$ cat config.mk
export PLATFORM = sky130hd
export DESIGN_NAME = mem_arbiter_flat
export DESIGN_NICKNAME = d
export VERILOG_FILES = /design/src/rtl/mem_arbiter_pkg.sv /design/src/rtl/mem_arbiter_if.sv /design/src/rtl/mem_arbiter_load_extend.sv /design/src/rtl/mem_arbiter.sv /design/src/flat_wrapper.sv
export SDC_FILE = /design/constraint.sdc
export NUM_CORES = 1
export LEC_CHECK = 0
export BUFFER_PORTS_ARGS = -buffer_cell sky130_fd_sc_hd__buf_2
export CORE_AREA = 2 2 167 169
export CTS_CLUSTER_SIZE = 30
export DETAILED_ROUTE_END_ITERATION = 8
export DIE_AREA = 0 0 169 171
export GPL_TIMING_DRIVEN = 0
export MAX_ROUTING_LAYER = met4
export PLACE_DENSITY = 0.69
export SLEW_MARGIN = 15
export SYNTH_ARGS = -nofsm -noshare
export SYNTH_HDL_FRONTEND = slang
export SYNTH_SLANG_ARGS = --single-unit
$ cat constraint.sdc
create_clock -name clk_in -period 1.73 [get_ports clk_in]
set_input_delay 0.2595 -clock clk_in [delete_from_list [all_inputs] [get_ports clk_in]]
set_output_delay 0.2595 -clock clk_in [all_outputs]
set_load 0.05 [all_outputs]
$ cat src/rtl/mem_arbiter_pkg.sv
// Shared types and constants for the instruction/data memory arbiter.
package mem_arbiter_pkg;

  typedef enum logic [1:0] {
    ST_IDLE  = 2'd0,
    ST_FETCH = 2'd1,
    ST_DATA  = 2'd2
  } state_t;

  typedef enum logic [2:0] {
    W_BYTE  = 3'd0,
    W_HALF  = 3'd1,
    W_WORD  = 3'd2,
    W_DWORD = 3'd3
  } width_t;

  localparam int TIMEOUT_DEFAULT = 255;
  localparam int WAIT_CNT_W      = 8;

endpackage

$ cat src/rtl/mem_arbiter_if.sv
// Fetch port, data port and shared memory bus of the arbiter, bundled as one interface.
interface mem_arbiter_if;
  logic        if_req_in;
  logic [31:0] if_addr_in;
  logic        if_ready_out;
  logic [63:0] if_rdata_out;
  logic        if_err_out;

  logic        d_req_in;
  logic        d_write_in;
  logic [31:0] d_addr_in;
  logic [63:0] d_wdata_in;
  logic [2:0]  d_width_in;
  logic        d_zero_extend_in;
  logic        d_ready_out;
  logic [63:0] d_rdata_out;
  logic        d_err_out;

  logic        mem_valid_out;
  logic        mem_write_out;
  logic [31:0] mem_addr_out;
  logic [63:0] mem_wdata_out;
  logic [2:0]  mem_width_out;
  logic        mem_ready_in;
  logic [63:0] mem_rdata_in;

  // Arbiter side
  modport slave (
    input  if_req_in, if_addr_in,
    output if_ready_out, if_rdata_out, if_err_out,
    input  d_req_in, d_write_in, d_addr_in, d_wdata_in, d_width_in, d_zero_extend_in,
    output d_ready_out, d_rdata_out, d_err_out,
    output mem_valid_out, mem_write_out, mem_addr_out, mem_wdata_out, mem_width_out,
    input  mem_ready_in, mem_rdata_in
  );

  // Requestor + memory side
  modport master (
    output if_req_in, if_addr_in,
    input  if_ready_out, if_rdata_out, if_err_out,
    output d_req_in, d_write_in, d_addr_in, d_wdata_in, d_width_in, d_zero_extend_in,
    input  d_ready_out, d_rdata_out, d_err_out,
    input  mem_valid_out, mem_write_out, mem_addr_out, mem_wdata_out, mem_width_out,
    output mem_ready_in, mem_rdata_in
  );
endinterface

$ cat src/rtl/mem_arbiter_load_extend.sv
// Combinational load-data extraction: low 8/16/32/64 bits, zero- or sign-extended to 64.
module load_extend
  import mem_arbiter_pkg::*;
(
  input  logic [2:0]  width,
  input  logic        zero_extend,
  input  logic [63:0] raw,
  output logic [63:0] ext
);

  function automatic logic [63:0] extend(input logic [63:0] d, input logic [2:0] w,
                                         input logic z);
    logic signed [7:0]  b;
    logic signed [15:0] h;
    logic signed [31:0] wd;
    b  = d[7:0];
    h  = d[15:0];
    wd = d[31:0];
    case (w)
      W_BYTE:  extend = z ? {56'd0, d[7:0]}  : 64'(b);
      W_HALF:  extend = z ? {48'd0, d[15:0]} : 64'(h);
      W_WORD:  extend = z ? {32'd0, d[31:0]} : 64'(wd);
      default: extend = d;
    endcase
  endfunction

  assign ext = extend(raw, width, zero_extend);

endmodule

$ cat src/rtl/mem_arbiter.sv
// Two-port (fetch/data) arbiter onto a single registered memory bus, one access in flight,
// alternating priority under contention and a per-access wait timeout.
module mem_arbiter
  import mem_arbiter_pkg::*;
#(
  parameter int TIMEOUT = TIMEOUT_DEFAULT
) (
  input  logic           clk_in,
  input  logic           rst_n_in,
  mem_arbiter_if.slave   bus
);

  localparam logic [WAIT_CNT_W-1:0] TO_LAST = WAIT_CNT_W'(TIMEOUT - 1);

  state_t                state, state_nxt;
  logic [WAIT_CNT_W-1:0] wait_cnt;
  logic                  last_data;
  logic                  zext_q;
  logic                  pulse_busy;
  logic                  grant_data, grant_fetch;
  logic                  mem_done, mem_tout;
  logic [63:0]           load_data;

  load_extend u_load_extend (
    .width       (bus.mem_width_out),
    .zero_extend (zext_q),
    .raw         (bus.mem_rdata_in),
    .ext         (load_data)
  );

  always_ff @(posedge clk_in or negedge rst_n_in) begin
    if (!rst_n_in) state <= ST_IDLE;
    else           state <= state_nxt;
  end

  always_comb begin
    state_nxt = state;
    unique case (state)
      ST_IDLE: begin
        if (grant_data)       state_nxt = ST_DATA;
        else if (grant_fetch) state_nxt = ST_FETCH;
      end
      ST_FETCH, ST_DATA: begin
        if (mem_done || mem_tout) state_nxt = ST_IDLE;
      end
      default: state_nxt = ST_IDLE;
    endcase
  end

  // The completion-pulse cycle is spent in IDLE without granting, so a requestor that
  // drops its request on seeing ready is never granted a second time.
  always_comb begin
    pulse_busy  = bus.if_ready_out | bus.d_ready_out;
    grant_data  = 1'b0;
    grant_fetch = 1'b0;
    mem_done    = 1'b0;
    mem_tout    = 1'b0;
    if (state == ST_IDLE) begin
      if (!pulse_busy) begin
        grant_data  = bus.d_req_in && (!bus.if_req_in || !last_data);
        grant_fetch = bus.if_req_in && !grant_data;
      end
    end else begin
      mem_done = bus.mem_ready_in;
      mem_tout = !bus.mem_ready_in && (wait_cnt == TO_LAST);
    end
  end

  always_ff @(posedge clk_in or negedge rst_n_in) begin
    if (!rst_n_in) begin
      bus.mem_valid_out <= 1'b0;
      bus.mem_write_out <= 1'b0;
      bus.mem_addr_out  <= '0;
      bus.mem_wdata_out <= '0;
      bus.mem_width_out <= '0;
      bus.if_ready_out  <= 1'b0;
      bus.if_err_out    <= 1'b0;
      bus.if_rdata_out  <= '0;
      bus.d_ready_out   <= 1'b0;
      bus.d_err_out     <= 1'b0;
      bus.d_rdata_out   <= '0;
      wait_cnt          <= '0;
      last_data         <= 1'b0;
      zext_q            <= 1'b0;
    end else begin
      bus.if_ready_out <= 1'b0;
      bus.if_err_out   <= 1'b0;
      bus.d_ready_out  <= 1'b0;
      bus.d_err_out    <= 1'b0;
      if (grant_data) begin
        bus.mem_valid_out <= 1'b1;
        bus.mem_write_out <= bus.d_write_in;
        bus.mem_addr_out  <= bus.d_addr_in;
        bus.mem_wdata_out <= bus.d_wdata_in;
        bus.mem_width_out <= bus.d_width_in;
        zext_q            <= bus.d_zero_extend_in;
        wait_cnt          <= '0;
      end else if (grant_fetch) begin
        bus.mem_valid_out <= 1'b1;
        bus.mem_write_out <= 1'b0;
        bus.mem_addr_out  <= bus.if_addr_in;
        bus.mem_wdata_out <= '0;
        bus.mem_width_out <= W_DWORD;
        wait_cnt          <= '0;
      end else if (mem_done || mem_tout) begin
        bus.mem_valid_out <= 1'b0;
        last_data         <= (state == ST_DATA);
        if (state == ST_FETCH) begin
          bus.if_ready_out <= 1'b1;
          bus.if_err_out   <= mem_tout;
          bus.if_rdata_out <= mem_done ? bus.mem_rdata_in : 64'd0;
        end else begin
          bus.d_ready_out <= 1'b1;
          bus.d_err_out   <= mem_tout;
          bus.d_rdata_out <= (mem_done && !bus.mem_write_out) ? load_data : 64'd0;
        end
      end else if (state != ST_IDLE) begin
        wait_cnt <= wait_cnt + WAIT_CNT_W'(1);
      end
    end
  end

endmodule
$ cat src/flat_wrapper.sv
// flat-port wrapper written by rule: the top's interface ports become plain ports
module mem_arbiter_flat import mem_arbiter_pkg::*;
#(
  parameter int TIMEOUT = TIMEOUT_DEFAULT
)
  (clk_in, rst_n_in, bus_if_req_in, bus_if_addr_in, bus_if_ready_out, bus_if_rdata_out, bus_if_err_out, bus_d_req_in, bus_d_write_in, bus_d_addr_in, bus_d_wdata_in, bus_d_width_in, bus_d_zero_extend_in, bus_d_ready_out, bus_d_rdata_out, bus_d_err_out, bus_mem_valid_out, bus_mem_write_out, bus_mem_addr_out, bus_mem_wdata_out, bus_mem_width_out, bus_mem_ready_in, bus_mem_rdata_in);
  mem_arbiter_if bus_i ();
  input  logic clk_in;
  input  logic rst_n_in;
  input wire logic [$bits(bus_i.if_req_in)-1:0] bus_if_req_in;
  input wire logic [$bits(bus_i.if_addr_in)-1:0] bus_if_addr_in;
  output wire logic [$bits(bus_i.if_ready_out)-1:0] bus_if_ready_out;
  output wire logic [$bits(bus_i.if_rdata_out)-1:0] bus_if_rdata_out;
  output wire logic [$bits(bus_i.if_err_out)-1:0] bus_if_err_out;
  input wire logic [$bits(bus_i.d_req_in)-1:0] bus_d_req_in;
  input wire logic [$bits(bus_i.d_write_in)-1:0] bus_d_write_in;
  input wire logic [$bits(bus_i.d_addr_in)-1:0] bus_d_addr_in;
  input wire logic [$bits(bus_i.d_wdata_in)-1:0] bus_d_wdata_in;
  input wire logic [$bits(bus_i.d_width_in)-1:0] bus_d_width_in;
  input wire logic [$bits(bus_i.d_zero_extend_in)-1:0] bus_d_zero_extend_in;
  output wire logic [$bits(bus_i.d_ready_out)-1:0] bus_d_ready_out;
  output wire logic [$bits(bus_i.d_rdata_out)-1:0] bus_d_rdata_out;
  output wire logic [$bits(bus_i.d_err_out)-1:0] bus_d_err_out;
  output wire logic [$bits(bus_i.mem_valid_out)-1:0] bus_mem_valid_out;
  output wire logic [$bits(bus_i.mem_write_out)-1:0] bus_mem_write_out;
  output wire logic [$bits(bus_i.mem_addr_out)-1:0] bus_mem_addr_out;
  output wire logic [$bits(bus_i.mem_wdata_out)-1:0] bus_mem_wdata_out;
  output wire logic [$bits(bus_i.mem_width_out)-1:0] bus_mem_width_out;
  input wire logic [$bits(bus_i.mem_ready_in)-1:0] bus_mem_ready_in;
  input wire logic [$bits(bus_i.mem_rdata_in)-1:0] bus_mem_rdata_in;
  assign bus_i.if_req_in = bus_if_req_in;
  assign bus_i.if_addr_in = bus_if_addr_in;
  assign bus_if_ready_out = bus_i.if_ready_out;
  assign bus_if_rdata_out = bus_i.if_rdata_out;
  assign bus_if_err_out = bus_i.if_err_out;
  assign bus_i.d_req_in = bus_d_req_in;
  assign bus_i.d_write_in = bus_d_write_in;
  assign bus_i.d_addr_in = bus_d_addr_in;
  assign bus_i.d_wdata_in = bus_d_wdata_in;
  assign bus_i.d_width_in = bus_d_width_in;
  assign bus_i.d_zero_extend_in = bus_d_zero_extend_in;
  assign bus_d_ready_out = bus_i.d_ready_out;
  assign bus_d_rdata_out = bus_i.d_rdata_out;
  assign bus_d_err_out = bus_i.d_err_out;
  assign bus_mem_valid_out = bus_i.mem_valid_out;
  assign bus_mem_write_out = bus_i.mem_write_out;
  assign bus_mem_addr_out = bus_i.mem_addr_out;
  assign bus_mem_wdata_out = bus_i.mem_wdata_out;
  assign bus_mem_width_out = bus_i.mem_width_out;
  assign bus_i.mem_ready_in = bus_mem_ready_in;
  assign bus_i.mem_rdata_in = bus_mem_rdata_in;
  mem_arbiter #(.TIMEOUT(TIMEOUT)) u_core (.clk_in(clk_in), .rst_n_in(rst_n_in), .bus(bus_i));
endmodule
==> out/results.ini <==
[run_status]
status=complete, but fails checks
violations=negative setup slack

[clocking]
htree_levels=1
clock-root-buffer=clkbuf_16
cts_tree=done
cts_buffers=27
clk_latency_ns=0.55
clockBufferDepth=3
cts.sinks=245
clk_pin_slew_ns=0.06

[yosys]
yosys.cell_count.top_type=dfrtp_1
synth.top_cell.area_share_pct=58.88
yosys_warnings=0
yosys.area.top_type=dfrtp_1
yosys-top-cells-area=dfrtp_1 (59%), a22o_1 (6.5%), nand4b_1 (5.5%)
syn_inst=924
synthTopCellsByCount=dfrtp_1 (245), a22o_1 (77), inv_1 (71), nor2_1 (71), nand4b_1 (65)
synthesis.nets=1131
syn_area_um2=10410
ys_ff_latch=245
ys.flop_type=dfrtp_1
yosysUniqueCellTypes=45
synth_async_sr_flop_share_pct=100.0
synth_edf_count=0
synth_area_per_cell_um2=11.27
ys_seq_area_share_pct=58.88

[critical_path]
cp.depth=8
reg2reg_depth=8
crit_fanout=8
cp_slowest_cell=dfrtp_1
cpLargestDelayFamily=simple AND/OR/NAND/NOR gates
rr_startpoint=u_core.state[0]
worst_setup_path_end_kind=flip-flop
worstPathRequired_ns=2.17
worstPathArrival_ns=2.28
path_class=reg -> reg
cpPeakStageDelay_ns=0.41
crit_path_start_kind=flip-flop
worstPathCellList=inv_2 > ha_4 > nor3b_4 > buf_6 > and3_4 > buf_8 > a21oi_2 > o21ai_1
cp_num_buf_inv=3
startpoint=u_core.state[0]

[timing]
report.final.slew_viol_count=0
fin_skew_ns=0.02719
period_needed_ns=1.839
fmaxAchievable_mhz=543.8
setup_viol=109
worst_pin_slew_ns=0.9580
tns_ns=-5.426
rsz0062_at_grt=true
period_share_pct=106.3
slew_headroom_pct=35.46
hold_viol=0
fin_ws_ns=-0.1088

[placed_design]
gp_congestion=0.8801
portBuffers=433
pre_cts_slack_ns=-0.6077
dp.cells=1705
dpl.hpwl_um=25240

[hold_path]
hold_depth=3
min_from=bus_if_addr_in[31]
holdCritPathClass=in -> reg

[flow_run]
cap_violations=0

[finish]
drive_gt1_share_pct=42.23
fill_cells=2114
nNetsFinal=1817
ff_latch_area_um2=6136
fin_cells=1975
utilization_pct=62.17
num_antenna_cells=0
area_delta_synth_final_pct=63.15
multi_input_area_um2=3923

[route]
drc=0
drt-total-wl_um=41450
via_count=10570
vias_per_cell=5.349
ant_nets=0
drt_iter0_drc=814
first_pass_iters=7
routedWlPerCell_um=20.99

[floorplan]
pin_count=435
start_util_pct=38.11
fp.coreArea_um2=27320
rows=61
fp.dieW_um=169
die_y_um=171
dieArea_um2=28900

[global_routing]
grt_pass1_vias=10960
grt_overflow=0
antenna_found_initial=0
grt_first_pass_wirelength_um=61050
track_usage_pct=27.76
grt_start_max_net_pins=105

[pwr]
p_leak_nw=8.380
power.density_nw_per_um2=2246
power_w=0.03816
ir_worst_vdd_mv=1.492

-- cell usage in the layout (no fill, tap or decap), types with 5 or more instances in the layout --
cell type,n
nand3_1,5
clkinv_2,6
dlygate4sd3_1,172
a21oi_2,13
buf_12,9
nand4b_1,65
nor2_1,66
clkbuf_2,5
o2bb2ai_1,23
buf_8,10
o21ai_0,56
buf_4,37
a21oi_1,41
bufinv_16,5
mux2i_1,5
o21ai_1,40
clkbuf_1,22
dfrtp_1,241
a22o_1,77
buf_2,444
buf_16,5
nand2_1,41
clkbuf_16,32
o2bb2ai_2,33
inv_1,68
buf_6,32
a21oi_4,6
-- stage by stage --
step	hold WS, ns	instance area, um^2
2_1_floorplan	-0.03609	10440
3_3_place_gp	0.4632	13040
3_5_place_dp	0.2404	13100
4_1_cts	0.00005473	16500
5_1_grt	0.01162	16990
6_report	0.01858	16990
-- path summary, 6_finish.rpt --
check	endpoint	slack [ns]
worst max-delay path	u_core.bus.mem_addr_out[7]	-0.11
worst min-delay path	u_core.bus.mem_addr_out[31]	0.02
worst max register to register	u_core.bus.mem_addr_out[7]	-0.11
worst min register to register	u_core.bus.mem_addr_out[0]	0.48
max in group asynchronous	u_core.bus.mem_width_out[2]	0.28
min in group asynchronous	u_core.bus.if_rdata_out[46]	0.23
-- timing repair --
item                                    4_1_cts  5_1_grt
gates cloned                                 11        7
pin swaps                                    23       27
endpoints found under the hold margin       223        1
hold buffers                                171        1
resized for setup                           142       77
setup buffers                                21       15
endpoints found under the setup margin      245      305
-- state kept, by name, summed over array words and instances (netlist names) --
register and cells:
u_core.bus.mem_width_out 3, u_core.bus.mem_write_out 1, u_core.last_data 1, u_core.bus.d_rdata_out 64, u_core.bus.if_err_out 1, u_core.wait_cnt 8
u_core.bus.mem_addr_out 32, u_core.bus.if_ready_out 1, u_core.bus.mem_valid_out 1, u_core.zext_q 1, u_core.bus.d_ready_out 1, u_core.state 2
u_core.bus.d_err_out 1, u_core.bus.mem_wdata_out 64, u_core.bus.if_rdata_out 64
-- layout make-up --
class	instances	share of cell area [%]
sequential	245	36.12
clock inverter	13	1.164
tap	346	2.548
timing repair buffer	660	26.92
clock buffer	35	4.331
inverter	72	1.591
multi-input combinational	525	23.09
buffer	79	4.235
-- worst min-delay path: stages --
cell and delay (ns):
buf_2 0.08, nor2_1 0.04, o21ai_1 0.13
-- power by group --
part	internal [W]	switching, W	total, W
registers	0.00824	0.00173	0.00997
logic	0.00691	0.0151	0.0220
clock network	0.00374	0.00241	0.00615
total	0.0189	0.0193	0.0382
-- cells by family after synthesis --
group / after synthesis / synth area share (%)
compound gates: 304 / 21.63
simple gates: 209 / 11.79
mux: 7 / 0.6970
flops: 245 / 58.88
fa+ha+maj: 5 / 0.6008
buf+inv: 154 / 6.405
-- layer usage --
metal | GRT usage [%] | part of all wire, %
met4 | 15.12 | 5.8
met1 | 32.04 | 38
met2 | 46.35 | 49
met5 | - | 0
met3 | 4.927 | 6.7
No activity file was read; power rests on OpenSTA's default activity.
